==> config.mk <==
export PLATFORM = sky130hd
export DESIGN_NAME = conv1x1_tile_seq
export DESIGN_NICKNAME = d
export VERILOG_FILES = /design/src/rtl/conv_pkg.sv /design/src/rtl/conv_tile_iter.sv /design/src/rtl/conv1x1_tile_seq.sv
export SDC_FILE = /design/constraint.sdc
export NUM_CORES = 1
export LEC_CHECK = 0
export CAP_MARGIN = 15
export CORE_MARGIN = 4
export CORE_UTILIZATION = 45
export DETAILED_ROUTE_END_ITERATION = 6
export PLACE_DENSITY = 0.77
export SYNTH_ARGS = -nofsm -noshare
export SYNTH_HDL_FRONTEND = slang
export SYNTH_SLANG_ARGS = --single-unit
==> constraint.sdc <==
create_clock -name clk -period 5.22 [get_ports clk]
set_input_delay 0.783 -clock clk [delete_from_list [all_inputs] [get_ports clk]]
set_output_delay 0.783 -clock clk [all_outputs]
set_load 0.005 [all_outputs]
==> src/rtl/conv_pkg.sv <==
// Shared types and helpers for the 1x1 conv tile sequencer.
package conv_pkg;

  typedef enum logic [2:0] {
    IDLE,
    CALC,
    ISSUE,
    WAIT,
    DONE
  } seq_state_e;

  localparam int TILE_LEN_LOG2 = 4;

  // Ceiling of x / 2**sh; the 32-bit intermediate leaves headroom for the rounding bias.
  function automatic logic [31:0] ceil_div_pow2(input logic [31:0] x, input logic [4:0] sh);
    return (x + ((32'd1 << sh) - 32'd1)) >> sh;
  endfunction

endpackage

==> src/rtl/conv_tile_iter.sv <==
// Square 2-D tile counter: row-major order with the column as the inner index.
module conv_tile_iter
  import conv_pkg::*;
#(
  parameter int W = 4
) (
  input  logic         clk,
  input  logic         rst,
  input  logic         clear,
  input  logic         step,
  input  logic [W-1:0] last_idx,
  output logic [W-1:0] row_idx,
  output logic [W-1:0] col_idx,
  output logic         last_row,
  output logic         last_col,
  output logic         last_tile
);

  logic [W-1:0] lim;

  // NOTE: state registers use non-blocking assignments so every flop samples pre-edge values.
  always_ff @(posedge clk) begin
    if (rst) begin
      row_idx <= '0;
      col_idx <= '0;
      lim     <= '0;
    end else if (clear) begin
      row_idx <= '0;
      col_idx <= '0;
      lim     <= last_idx;
    end else if (step) begin
      if (last_col) begin
        col_idx <= '0;
        row_idx <= row_idx + 1'b1;
      end else begin
        col_idx <= col_idx + 1'b1;
      end
    end
  end

  assign last_row  = (row_idx == lim);
  assign last_col  = (col_idx == lim);
  assign last_tile = last_row && last_col;

endmodule

==> src/rtl/conv1x1_tile_seq.sv <==
// Job-level tile sequencer for the 1x1 conv datapath.
// Optional CONV_TILE_PERF_EN adds busy/wait cycle counters.
module conv1x1_tile_seq
  import conv_pkg::*;
#(
  parameter int CHN_WIDTH    = 6,
  parameter int FMS_WIDTH    = 8,
  parameter int TILE_LEN     = 1 << TILE_LEN_LOG2,
  parameter int STRIDE_WIDTH = 2,
  parameter int TIDX_WIDTH   = 4
`ifdef CONV_TILE_PERF_EN
  ,
  parameter int PERF_WIDTH   = 32
`endif
) (
  input  logic                         clk,
  input  logic                         rst,
  input  logic                         cfg_valid,
  output logic                         cfg_ready,
  input  logic [CHN_WIDTH-1:0]         cfg_ci,
  input  logic [CHN_WIDTH-1:0]         cfg_co,
  input  logic [STRIDE_WIDTH-1:0]      cfg_stride_log2,
  input  logic [FMS_WIDTH-1:0]         cfg_ifm_size,
  input  logic                         abort,
  input  logic                         kern_done,
  output logic [CHN_WIDTH-1:0]         chi,
  output logic [CHN_WIDTH-1:0]         cho,
  output logic [STRIDE_WIDTH-1:0]      stride_log2,
  output logic [FMS_WIDTH-1:0]         ofm_size,
  output logic                         tile_start,
  output logic [TIDX_WIDTH-1:0]        tile_row_idx,
  output logic [TIDX_WIDTH-1:0]        tile_col_idx,
  output logic [$clog2(TILE_LEN)-1:0]  tile_row_max,
  output logic [$clog2(TILE_LEN)-1:0]  tile_col_max,
  output logic                         busy,
  output logic                         job_done,
  output logic                         job_aborted
`ifdef CONV_TILE_PERF_EN
  ,
  output logic [PERF_WIDTH-1:0]        perf_busy_cyc,
  output logic [PERF_WIDTH-1:0]        perf_wait_cyc
`endif
);

  localparam int TLOG = $clog2(TILE_LEN);

  seq_state_e             state;
  logic [FMS_WIDTH-1:0]   ifm_q;
  logic [TLOG-1:0]        last_max_q;

  logic [FMS_WIDTH-1:0]   ofm_c;
  logic [TIDX_WIDTH-1:0]  last_idx_c;
  logic [TLOG-1:0]        last_max_c;
  logic                   take_abort;
  logic                   it_clear;
  logic                   it_step;
  logic                   it_last_row;
  logic                   it_last_col;
  logic                   it_last;

  // NOTE: every always_comb output gets a default first so no path can infer a latch.
  always_comb begin
    ofm_c      = FMS_WIDTH'(ceil_div_pow2(32'(ifm_q), 5'(stride_log2)));
    last_idx_c = '0;
    last_max_c = '0;
    if (ofm_c != '0) begin
      last_idx_c = TIDX_WIDTH'(ceil_div_pow2(32'(ofm_c), 5'(TLOG)) - 32'd1);
      last_max_c = TLOG'(ofm_c - 1'b1);
    end
    take_abort = abort && (state != IDLE);
    // Indices reload on the CALC->ISSUE edge so they only move when entering ISSUE.
    it_clear   = take_abort || (state == CALC);
    it_step    = (state == WAIT) && kern_done && !abort && !it_last;
  end

  conv_tile_iter #(.W(TIDX_WIDTH)) u_iter (
    .clk       (clk),
    .rst       (rst),
    .clear     (it_clear),
    .step      (it_step),
    .last_idx  (last_idx_c),
    .row_idx   (tile_row_idx),
    .col_idx   (tile_col_idx),
    .last_row  (it_last_row),
    .last_col  (it_last_col),
    .last_tile (it_last)
  );

  assign tile_row_max = it_last_row ? last_max_q : '1;
  assign tile_col_max = it_last_col ? last_max_q : '1;

  always_ff @(posedge clk) begin
    if (rst) begin
      state       <= IDLE;
      cfg_ready   <= 1'b1;
      busy        <= 1'b0;
      tile_start  <= 1'b0;
      job_done    <= 1'b0;
      job_aborted <= 1'b0;
      chi         <= '0;
      cho         <= '0;
      stride_log2 <= '0;
      ofm_size    <= '0;
      ifm_q       <= '0;
      last_max_q  <= '0;
    end else begin
      tile_start  <= 1'b0;
      job_done    <= 1'b0;
      job_aborted <= 1'b0;
      if (state == IDLE) begin
        if (cfg_valid) begin
          chi         <= cfg_ci;
          cho         <= cfg_co;
          stride_log2 <= cfg_stride_log2;
          ifm_q       <= cfg_ifm_size;
          state       <= CALC;
          busy        <= 1'b1;
          cfg_ready   <= 1'b0;
        end
      end else if (take_abort) begin
        state       <= IDLE;
        busy        <= 1'b0;
        cfg_ready   <= 1'b1;
        job_aborted <= 1'b1;
        last_max_q  <= '0;
      end else begin
        case (state)
          CALC: begin
            ofm_size   <= ofm_c;
            last_max_q <= last_max_c;
            if (ofm_c == '0) begin
              state    <= DONE;
              job_done <= 1'b1;
            end else begin
              state      <= ISSUE;
              tile_start <= 1'b1;
            end
          end
          ISSUE: state <= WAIT;
          WAIT: begin
            if (kern_done) begin
              if (it_last) begin
                state    <= DONE;
                job_done <= 1'b1;
              end else begin
                state      <= ISSUE;
                tile_start <= 1'b1;
              end
            end
          end
          DONE: begin
            state     <= IDLE;
            busy      <= 1'b0;
            cfg_ready <= 1'b1;
          end
          default: state <= IDLE;
        endcase
      end
    end
  end

`ifdef CONV_TILE_PERF_EN
  always_ff @(posedge clk) begin
    if (rst || (state == IDLE && cfg_valid)) begin
      perf_busy_cyc <= '0;
      perf_wait_cyc <= '0;
    end else begin
      if (state != IDLE && !(&perf_busy_cyc)) perf_busy_cyc <= perf_busy_cyc + 1'b1;
      if (state == WAIT && !(&perf_wait_cyc)) perf_wait_cyc <= perf_wait_cyc + 1'b1;
    end
  end
`else
  // Counters are compiled out in the default build.
`endif

endmodule

# Word-level counts from Yosys, hierarchy flattened
# Cells that the tools add are included.
# Widths: inputs -> output; s select.
op_classes:
  add_sub_neg: 7
  eq_ne: 8
  shifts: 2
  n_mux: 31
  n_bitwise: 2
  reduce_logical: 23
ops:
  columns: ["op", "n"]
  rows:
  - ["$add 8x32->32", 1]
  - ["$shl 1x2->32 const A", 1]
  - ["$shr 32x2->8", 1]
  - ["$sub 32x1->32 const B", 1]
  - ["$mux 4", 7]
  - ["$mux 3", 6]
  - ["$mux 1", 15]
  - ["$reduce_and 2->1", 5]
  - ["$pmux 3 s3", 1]
  - ["$add 4x1->4 const B", 2]
  - ["$add 8x4->8 const B", 1]
  - ["$eq 4x4->1", 2]
  - ["$logic_not 8->1", 1]
  - ["$reduce_bool 8->1", 1]
  - ["$sub 4x1->4 const B", 2]
  - ["$eq 3x2->1 const B", 2]
  - ["$reduce_bool 3->1", 2]
  - ["$logic_and 1x1->1", 5]
  - ["$ne 4x3->1 const B", 1]
  - ["$pmux 1 s2", 2]
  - ["$reduce_or 2->1", 2]
  - ["$eq 3x1->1 const B", 1]
  - ["$eq 3x3->1 const B", 1]
  - ["$logic_not 3->1", 1]
  - ["7 further kinds", 9]
totals:
  register_bits: 54
  in_bits: 27

# Longest topological paths before layout
logic_depth:
  ltp_word: 9
  mapped_depth: 16
  mapped_depth_nobuf: 15

# Cells and area by module
# A second synthesis with hierarchy kept.
unflattened:
  hier_cells: 399
  area_unflattened_um2: 3249.4
modules_own_cells:
  columns: ["module", "instances", "cells_per_inst", "area_per_inst_um2", "seq_area_each_um2"]
  rows:
  - ["conv1x1_tile_seq", 1, 333, 2647.5, 840.8]
  - ["conv_tile_iter", 1, 66, 601.8, 240.2]

# Least setup slack after synthesis
# OpenSTA, ideal clock, no wires.
synth_timing:
  kind: "reg2reg"
  startpoint: "register stride_log2[0]"
  endpoint: "register u_iter.lim[3]"
  setup_time_ns: 0.084
  t_arrival_ns: 4.014
  setup_slack_ns: 1.122
  stages_incl_launch_ff: 16
  n_path_buf: 1
  period_less_slack_ns: 4.098
  path_cell_list: "dfxtp_1 buf_6 or2b_2 ha_1 inv_1 ha_1 inv_1 fa_1 nand2b_1 a21oi_2 a31oi_4 xnor2_1 mux4_2 or4_4 and4_1 o31ai_2"
synth_via:
  elab_chain_len: 7
  word_cells_on_any_way: 8
synth_rtl:
  columns: ["element", "line", "source"]
  rows:
  - ["start: declaration", "conv1x1_tile_seq.sv:28", "output logic [STRIDE_WIDTH-1:0] stride_log2,"]
  - ["start signal: assignment", "conv1x1_tile_seq.sv:114", "stride_log2 <= cfg_stride_log2;"]
  - ["$shl 1x2->32", "conv_pkg.sv:16", "return (x + ((32'd1 << sh) - 32'd1)) >> sh;"]
  - ["$sub 32x1->32", "conv_pkg.sv:16", null]
  - ["$add 8x32->32", "conv_pkg.sv:16", null]
  - ["$shr 32x2->8 *", "conv_pkg.sv:16", null]
  - ["$add 8x4->8", "conv_pkg.sv:16", null]
  - ["$sub 4x1->4", "conv1x1_tile_seq.sv:67", "last_idx_c = TIDX_WIDTH'(ceil_div_pow2(32'(ofm_c), 5'(TLOG)) - 32'd1);"]
  - ["$mux 4 *", "conv1x1_tile_seq.sv:66", "if (ofm_c != '0) begin"]
  - ["end signal: assignment", "conv_tile_iter.sv:30", "lim <= last_idx;"]
  - ["end: declaration", "conv_tile_iter.sv:19", "logic [W-1:0] lim;"]
# Every way passes the cells marked *; elsewhere a longest branch is shown, timed or not.
# A chain may end at the register's enable or synchronous reset.

# Final worst setup path
# Ends and elaborated chain as after synthesis.

==> flow_summary.yaml <==
status:
  status: "finished clean"
placement:
  placed_cell_area_sq_um: 3870
  gp_congestion: 0.894
  dp_hpwl_um: 5670
  port_buffers: 69
cts:
  clock_latency_ps: 310
  root_buffer: "clkbuf_8"
  h-tree-depth: 2
  ctsResizeCount: 0
  cts.sinks: 54
  cts_tree: "done"
  ctsHoldBuffers: 0
  clock_path_buffers: 2
  clk_pin_slew_worst_paths_ps: 90
  cts_made_buffers: 5
  cts_setup_buffers: 0
cells_and_area:
  drive_gt1_share_pct: 7.29
  nNetsFinal: 482
  diodes: 0
  area_growth_pct: 26.0
  fin_area_sq_um: 3980
  fillers: 621
timing:
  skew_ps: 15.9
  rsz0062_at_grt: "no"
  drv_slew: 0
  whs_ps: 458
  hold_viol: 0
  period_share_pct: 84.8
  min_period_ps: 4430
  max_freq_mhz: 226
  fin_tns_setup_ps: 0
  tightest_slew_ps: 1050
  setup_viol_count_final: 0
  slew_headroom_pct: 29.5
synthesis:
  synth_common_cells: "nand2_1, dfxtp_1, nor2_1, a21oi_1, inv_1"
  synth_cell_types: 62
  yosysSeqAreaShare_pct: 34.2
  yosys.area_share.simple_pct: 23.8
  synth_top_family_by_area: "simple AND/OR/NAND/NOR gates"
  avgSynthCellArea_sq_um: 8.29
  synth-xor-area-share_pct: 7.21
  synth.area.mux_share_pct: 4.48
  synth.most_common_cell: "nand2_1"
  synthAdderAreaFrac_pct: 6.97
  netlist_area_sq_um: 3160
  syn-num-nets: 425
  synth_edf_count: 0
  synthFlopType: "dfxtp_1"
  yosysWarningCount: 0
  ys_ff_latch: 54
  synth_cells: 381
  synth.top_cell.area_share_pct: 34.2
  synth-compound-area-share_pct: 16.8
  synth_area_leader_cell: "dfxtp_1"
  synthArstFlopShare_pct: 0
  netlist_top_cells_area: "dfxtp_1, nand2_1, ha_1"
routing:
  route.detailed.drc: 0
  vias: 2808
  drtPass1Iterations: 4
  post_drt_wl_per_cell_um: 13.8
  ant_nets: 0
  wirelength_um: 7390
  drt_iter0_drc: 171
  via_per_inst: 5.25
floorplan:
  core_sq_um: 6790
  die_x_um: 91.8
  die_h_um: 91.8
  rows: 30
  initial_utilization_pct: 46.5
  io_pins: 70
  dieArea_sq_um: 8430
setup_path:
  start_kind: "flop"
  criticalPathCategory: "flop to flop"
  arrival_ps: 4650
  worstPathRequired_ps: 5440
  worstPathMaxFanout: 16
  endpoint_kind: "flop"
power_and_ir_drop:
  power_density_nw_per_um2: 335
  finalPower_w: 0.00133
  p_leak_nw: 1.58
  peakVddDrop_uv: 180
global_routing:
  grt_pass1_wl_um: 12800
  grt_max_degree: 31
  track_usage_pct: 18.0
  grt_pass1_vias: 2798
  gr-total-overflow: 0
  grt_antenna_before_repair: 0
worst_hold_path:
  hold_class: "flop to flop"
flow_run:
  drv_cap: 0
-- cell type report --
cell class / instances / area, sq um / area share, %
multi-input combinational: 281 / 1870 / 47.1
sequential: 54 / 1080 / 27.2
timing repair buffer: 70 / 698 / 17.5
tap: 96 / 120 / 3.02
inverter: 26 / 97.6 / 2.45
clock buffer: 6 / 72.6 / 1.82
clock inverter: 2 / 37.5 / 0.943
-- cell usage in the layout, fill, tap and decap left out, types with 2 or more instances in the layout --
| master | netlist | routed |
|---|---|---|
| a211oi_1 | 7 | 7 |
| a21o_1 | 5 | 5 |
| a21oi_1 | 29 | 29 |
| a221oi_1 | 2 | 2 |
| a32oi_1 | 4 | 4 |
| and2_1 | 4 | 4 |
| clkbuf_8 | 1 | 5 |
| clkdlybuf4s50_1 | 0 | 69 |
| dfxtp_1 | 54 | 54 |
| ha_1 | 16 | 16 |
| inv_1 | 26 | 26 |
| mux2i_1 | 4 | 4 |
| mux4_2 | 4 | 4 |
| nand2_1 | 59 | 59 |
| nand2b_1 | 15 | 15 |
| nand3_1 | 6 | 6 |
| nand3b_1 | 2 | 2 |
| nand4_1 | 4 | 4 |
| nor2_1 | 35 | 35 |
| nor2b_1 | 3 | 3 |
| nor3_1 | 7 | 7 |
| nor4_1 | 2 | 2 |
| o211a_1 | 2 | 2 |
| o21ai_0 | 9 | 9 |
| o221a_2 | 2 | 2 |
| or2_2 | 2 | 2 |
| xnor2_1 | 9 | 9 |
| xor2_1 | 17 | 17 |
-- worst paths after layout --
| check | startpoint | endpoint | slack (ps) | cells past startpoint |
|---|---|---|---|---|
| max | stride_log2[0] | u_iter.lim[3] | 790 | 14 |
| min | chi[0] | chi[0] | 460 | 2 |
| min reg2reg | chi[0] | chi[0] | 460 | 2 |
| max reg2reg | stride_log2[0] | u_iter.lim[3] | 790 | 14 |
-- state kept, by name, summed over array words and instances, names as in the netlist, 4 cells and up --
register and flops:
chi 6, cho 6, ifm_q 8, last_max_q 4, ofm_size 8, u_iter.col_idx 4
u_iter.lim 4, u_iter.row_idx 4
-- cells by family after synthesis --
logic type	Yosys count
flip-flops	54
multiplexers	9
buffers and inverters	46
XOR/XNOR	26
AO/OA/AOI/OAI	75
adder cells (fa/ha/maj)	17
AND/OR/NAND/NOR	154
-- worst max-delay path, cell delays in order (launching register included) --
cell and delay [ps]:
dfxtp_1 670, or2b_2 370, ha_1 270, inv_1 60, ha_1 200, inv_1 70, fa_1 400, nand2b_1 170
a21oi_2 270, a31oi_4 130, xnor2_1 190, mux4_2 580, or4_4 570, and4_1 220, o31ai_2 160
-- stage by stage --
step                std cells  utilization [%]  setup WS (ps)
CTS                       535             58.6            797
floorplan                 381                -           1120
finish                    535             58.6            794
global route              535             58.6            511
global placement          527             57.0            944
detailed placement        527             57.0            817
-- where the power goes --
group          switching (W)  internal [W]  leakage (nW)
logic               0.000296      0.000295          1.09
registers          0.0000238      0.000439         0.441
clock network       0.000137      0.000143        0.0514
-- layer usage --
layer	share of wire [%]	global-route usage, %	vias to the layer above
met5	0	0	-
met4	1.5	4.95	0
met3	6.6	5.41	15
met2	49	31.7	78
met1	43	21.2	1306
li1	-	-	1409
Note: power is estimated with default switching activity, not from simulation.
